### config.mk
export PLATFORM = sky130hd
export DESIGN_NAME = button_events
export DESIGN_NICKNAME = d
export VERILOG_FILES = /design/src/rtl/button_events_pkg.sv /design/src/rtl/button_events_hold_timer.sv /design/src/rtl/button_events.sv
export SDC_FILE = /design/constraint.sdc
export NUM_CORES = 1
export LEC_CHECK = 0
export BUFFER_PORTS_ARGS = -buffer_cell sky130_fd_sc_hd__clkbuf_2
export CORE_MARGIN = 4
export CORE_UTILIZATION = 28
export DETAILED_ROUTE_END_ITERATION = 12
export GPL_TIMING_DRIVEN = 0
export SLEW_MARGIN = 15
export SYNTH_ARGS = -nofsm -noshare
export SYNTH_HDL_FRONTEND = slang
export SYNTH_SLANG_ARGS = --single-unit
### constraint.sdc
create_clock -name clk -period 2.1 [get_ports clk]
set_input_delay 0.21 -clock clk [delete_from_list [all_inputs] [get_ports clk]]
set_output_delay 0.21 -clock clk [all_outputs]
set_load 0.01 [all_outputs]
### src/rtl/button_events_pkg.sv
// Shared types and helpers for button_events: FSM state encoding and hold-counter sizing.
package button_events_pkg;

  typedef enum logic [1:0] {
    StIdle    = 2'd0,
    StPressed = 2'd1,
    StLong    = 2'd2
  } state_e;

  // Width needed to count up to the larger of the two terminal values.
  function automatic int unsigned cnt_width(int unsigned long_cycles,
                                            int unsigned repeat_cycles);
    int unsigned max_cycles;
    max_cycles = (long_cycles > repeat_cycles) ? long_cycles : repeat_cycles;
    if (max_cycles < 2) begin
      return 1;
    end
    return $clog2(max_cycles);
  endfunction

endpackage

### src/rtl/button_events_hold_timer.sv
// Hold-duration counter for button_events; flags when the count equals the supplied terminal.
module hold_timer #(
  parameter int unsigned Width = 4
) (
  input  logic             clk,
  input  logic             rst_n,
  input  logic             clear,
  input  logic             enable,
  input  logic [Width-1:0] terminal,
  output logic             done
);

  logic [Width-1:0] cnt_q, cnt_d;

  always_comb begin
    cnt_d = cnt_q;
    if (clear) begin
      cnt_d = '0;
    end else if (enable) begin
      cnt_d = cnt_q + 1'b1;
    end
  end

  always_ff @(posedge clk or negedge rst_n) begin
    if (!rst_n) begin
      cnt_q <= '0;
    end else begin
      cnt_q <= cnt_d;
    end
  end

  assign done = (cnt_q == terminal);

endmodule

### src/rtl/button_events.sv
// Turns a debounced button level into one-cycle press/release/click/long-press events.
// Optional auto-repeat pulses are built when BTN_REPEAT_EN is defined.
module button_events
  import button_events_pkg::*;
#(
  parameter int unsigned LONG_CYCLES   = 12_000_000,
  parameter int unsigned REPEAT_CYCLES = 2_400_000
) (
  input  logic clk,
  input  logic rst_n,
  input  logic btn,
  output logic press,
  output logic release_pulse,
  output logic click,
  output logic long_press,
`ifdef BTN_REPEAT_EN
  output logic repeat_pulse,
`endif
  output logic held
);

  localparam int unsigned CntW = cnt_width(LONG_CYCLES, REPEAT_CYCLES);

  state_e state_q, state_d;

  logic            done, clear, enable;
  logic [CntW-1:0] terminal;

  logic press_d, release_d, click_d, long_d, held_d;
  logic press_q, release_q, click_q, long_q, held_q;
`ifdef BTN_REPEAT_EN
  logic repeat_d, repeat_q;
`endif

  // Single timer shared by both hold phases; the compare value follows the state.
  assign terminal = (state_q == StLong) ? CntW'(REPEAT_CYCLES - 1) : CntW'(LONG_CYCLES - 1);

  hold_timer #(
    .Width(CntW)
  ) u_hold_timer (
    .clk     (clk),
    .rst_n   (rst_n),
    .clear   (clear),
    .enable  (enable),
    .terminal(terminal),
    .done    (done)
  );

  // Release is tested before terminal count so it wins on a coincident edge.
  always_comb begin
    state_d   = state_q;
    press_d   = 1'b0;
    release_d = 1'b0;
    click_d   = 1'b0;
    long_d    = 1'b0;
`ifdef BTN_REPEAT_EN
    repeat_d  = 1'b0;
`endif
    clear     = 1'b1;
    enable    = 1'b0;

    unique case (state_q)
      StIdle: begin
        if (btn) begin
          state_d = StPressed;
          press_d = 1'b1;
        end
      end
      StPressed: begin
        if (!btn) begin
          state_d   = StIdle;
          release_d = 1'b1;
          click_d   = 1'b1;
        end else if (done) begin
          state_d = StLong;
          long_d  = 1'b1;
        end else begin
          clear  = 1'b0;
          enable = 1'b1;
        end
      end
      StLong: begin
        if (!btn) begin
          state_d   = StIdle;
          release_d = 1'b1;
        end
`ifdef BTN_REPEAT_EN
        else if (done) begin
          repeat_d = 1'b1;
        end else begin
          clear  = 1'b0;
          enable = 1'b1;
        end
`endif
      end
      default: begin
        state_d = StIdle;
      end
    endcase

    held_d = (state_d != StIdle);
  end

  always_ff @(posedge clk or negedge rst_n) begin
    if (!rst_n) begin
      state_q   <= StIdle;
      press_q   <= 1'b0;
      release_q <= 1'b0;
      click_q   <= 1'b0;
      long_q    <= 1'b0;
      held_q    <= 1'b0;
`ifdef BTN_REPEAT_EN
      repeat_q  <= 1'b0;
`endif
    end else begin
      state_q   <= state_d;
      press_q   <= press_d;
      release_q <= release_d;
      click_q   <= click_d;
      long_q    <= long_d;
      held_q    <= held_d;
`ifdef BTN_REPEAT_EN
      repeat_q  <= repeat_d;
`endif
    end
  end

  assign press         = press_q;
  assign release_pulse = release_q;
  assign click         = click_q;
  assign long_press    = long_q;
  assign held          = held_q;
`ifdef BTN_REPEAT_EN
  assign repeat_pulse  = repeat_q;
`endif

endmodule

==> impl_metrics.json <==
{
  "status": "complete, but fails checks",
  "violations": "hold timing",
  "slowest_delay_ps": 470,
  "maxCapViolCount": 0,
  "powerDensity_nw_per_um2": 793.9,
  "synth_top_area_share_pct": 47.47,
  "whs_ps": -2.247,
  "antenna_found_initial": 0,
  "cp_max_fo": 10,
  "die_h_um": 84.40,
  "yosysMostFrequentCell": "dfrtp_1",
  "start_util_pct": 29.32,
  "synth_top_cell_by_area": "dfrtp_1",
  "h-tree-depth": 2,
  "postSynthAreaPerCell_um2": 10.02,
  "worst_pin_slew_ps": 792.1,
  "die_w_um": 84.40,
  "dpl.cell_count": 242,
  "synth_common_cells": "dfrtp_1, a21oi_1, nor2_1",
  "layout-drive-gt1-share_pct": 19.89,
  "grt_pass1_vias": 1217,
  "drcViolationCount": 0,
  "ys_warn_count": 0,
  "worstSetupPathType": "reg -> reg",
  "clk_pin_slew_ps": 70,
  "cts_inserted_buffers": 5,
  "clock_path_buffers": 2,
  "combPwrFrac_pct": 18.8,
  "min_period_ps": 1928,
  "io_buffers": 7,
  "synth_edf_count": 0,
  "clock.fmax_ghz": 0.5187,
  "p_clk_share_pct": 38.9,
  "root_buffer": "clkbuf_8",
  "fin_ws_ps": 172.0,
  "clock-sinks": 31,
  "place.gp.congestion": 0.7808,
  "dp_hpwl_um": 2294,
  "syn-num-nets": 171,
  "relSlewSlack_pct": 47.20,
  "period_share_pct": 91.81,
  "dr_total_vias": 1276,
  "ant_nets": 0,
  "grt_usage_pct": 9.700,
  "fin_tns_setup_ps": 0,
  "rows": 27,
  "grt.overflow.total": 0,
  "synthToLayoutAreaGrowth_pct": 20.83,
  "rsz0062_at_grt": "false",
  "p_leak_nw": 0.7405,
  "internal-power_mw": 1.148,
  "synth_cells": 163,
  "drtIter0Drc": 46,
  "grt_start_max_net_pins": 32,
  "crit_path_top_delay_cell": "or4_4",
  "cp-start-kind": "flop",
  "fin_nets": 188,
  "p_sw_share_pct": 26.74,
  "critPathCaptureType": "flop",
  "crit_chain": "ha_4 > nand3_4 > or4_4 > buf_6 > or4_4 > a21oi_2",
  "finClkSkew_ps": 2.885,
  "cpMostUsedCell": "or4_4",
  "ys_types": 41,
  "grt_pass1_wl_um": 5609,
  "fin_cells": 253,
  "p_seq_share_pct": 42.3,
  "arrival_ps": 2150,
  "final_hold_viol_count": 11,
  "vias_per_cell": 5.043,
  "cts_tree": "done",
  "setup_viol": 0,
  "io_pins": 8,
  "drv_slew": 0,
  "synth_seq_cells": 31,
  "post-place-ws_ps": -262.2,
  "clk_latency_ps": 280,
  "hp-class": "in -> async",
  "synthesis.area_um2": 1634,
  "wirelength_um": 3361,
  "seq_area_frac_synth_pct": 47.47,
  "drtPass1Iterations": 4,
  "ys.flop_type": "dfrtp_1",
  "yosys-top-cells-area": "dfrtp_1, a21oi_1, ha_1",
  "dieArea_um2": 7123,
  "core_area_um2": 5574,
  "p_switching_mw": 0.4191,
  "wl_per_cell_um": 13.28,
  "ir_drop_v": 0.0003166,
  "diodes": 0,
  "async_reset_ff_share_pct": 100.0,
  "cp.required_ps": 2320
}
flip-flops by register name, summed over array words and instances (netlist names):
signal              cells
state_q                 2
u_hold_timer.cnt_q     24
press                   1
click                   1
release_pulse           1
long_press              1
held                    1
critical path: cells and delay by family, from the launching register on:
kind,cells,cell delay [ps]
AOI/OAI and AO/OA,1,130
adders and majority gates,1,170
buffers and inverters,1,160
DFF,1,400
and+or+nand+nor,3,990
final cells by class:
cell class	count	area [um^2]
Fill cell	568	3600
Multi-Input combinational cell	122	877.1
Sequential cell	31	775.7
Tap cell	72	90.09
Clock buffer	6	82.58
Timing Repair Buffer	10	57.56
Clock inverter	2	35.03
Buffer	4	33.78
Inverter	6	22.52
layout by cell type (no fill, tap or decap), types with 2 or more instances in the layout:
| cell type | synthesis | final |
|---|---|---|
| o31ai_1 | 6 | 5 |
| clkbuf_2 | 0 | 7 |
| clkbuf_8 | 0 | 6 |
| ha_1 | 5 | 3 |
| buf_6 | 2 | 2 |
| or4_4 | 2 | 2 |
| or3_1 | 8 | 8 |
| xor2_1 | 4 | 4 |
| inv_1 | 6 | 5 |
| dfrtp_1 | 31 | 31 |
| nor2_1 | 14 | 14 |
| and4_1 | 2 | 2 |
| a21oi_1 | 14 | 13 |
| or4_1 | 3 | 3 |
| xnor2_1 | 5 | 5 |
| and2_1 | 2 | 2 |
| o21ai_0 | 9 | 9 |
| nor2b_1 | 3 | 3 |
| nor3_1 | 3 | 3 |
| nand3_1 | 8 | 8 |
| nand2_1 | 9 | 9 |
| and3_1 | 2 | 2 |
| or4b_4 | 0 | 2 |
| a21oi_2 | 1 | 2 |
| nand4_1 | 4 | 4 |
| buf_4 | 0 | 4 |
| ha_4 | 0 | 2 |
metrics by stage:
stage / utilization (%) / cell area, um^2 / total power [mW]
finish: 35.42 / 1974 / 1.568
global route: 35.42 / 1974 / 1.653
CTS: 34.48 / 1922 / 1.573
detailed placement: 31.56 / 1759 / 0.9124
global placement: 31.56 / 1759 / 0.9104
floorplan: - / 1634 / 0.8283
metal layers:
| layer | vias up | share of wire [%] | wire (um) | track usage (%) |
|---|---|---|---|---|
| met2 | 16 | 44 | 1483 | 15.14 |
| met4 | 0 | 2.2 | 73 | 4.317 |
| li1 | 637 | - | - | - |
| met5 | - | 0 | 0 | 0 |
| met1 | 614 | 50 | 1673 | 12.32 |
| met3 | 9 | 3.9 | 131 | 3.042 |
power groups by stage:
stage          sequential (mW)  combinational (mW)  clock (mW)
5_1_grt                  0.667               0.325       0.662
3_5_place_dp             0.676               0.237           0
6_report                 0.663               0.294       0.610
3_3_place_gp             0.673               0.238           0
4_1_cts                  0.661               0.282       0.630
2_1_floorplan            0.684               0.145           0
path summary, 6_finish.rpt:
| check | start | to | slack (ps) | cells after the start |
|---|---|---|---|---|
| max | u_hold_timer.cnt_q[0]$_DFFE_PN0P_ | u_hold_timer.cnt_q[18]$_DFFE_PN0P_ | 170 | 6 |
| min in group clk | btn | click$_DFF_PN0_ | 190 | 2 |
| max reg2reg | u_hold_timer.cnt_q[0]$_DFFE_PN0P_ | u_hold_timer.cnt_q[18]$_DFFE_PN0P_ | 170 | 6 |
| min | rst_n | state_q[0]$_DFF_PN0_ | -2 | 1 |
| max in group asynchronous | rst_n | u_hold_timer.cnt_q[11]$_DFFE_PN0P_ | 1600 | 1 |
| min reg2reg | u_hold_timer.cnt_q[0]$_DFFE_PN0P_ | u_hold_timer.cnt_q[0]$_DFFE_PN0P_ | 500 | 1 |
kinds of logic (layout without fill, tap and decap cells):
group | after synthesis | in the layout | synth area share (%)
AOI/OAI and AO/OA | 38 | 38 | 14.70
xor gates and xnor gates | 9 | 9 | 4.824
adders and majority gates | 5 | 5 | 3.828
buffers and inverters | 10 | 28 | 3.292
DFF | 31 | 31 | 47.47
and+or+nand+nor | 70 | 70 | 25.88
repair_timing:
action,4_1_cts,5_1_grt
pin swaps,1,3
endpoints found under the setup margin,25,21
hold endpoints to repair,0,0
resized for setup,9,6
buffers inserted,1,2
hold buffers,0,0
Note: power is estimated with default switching activity, not from simulation.
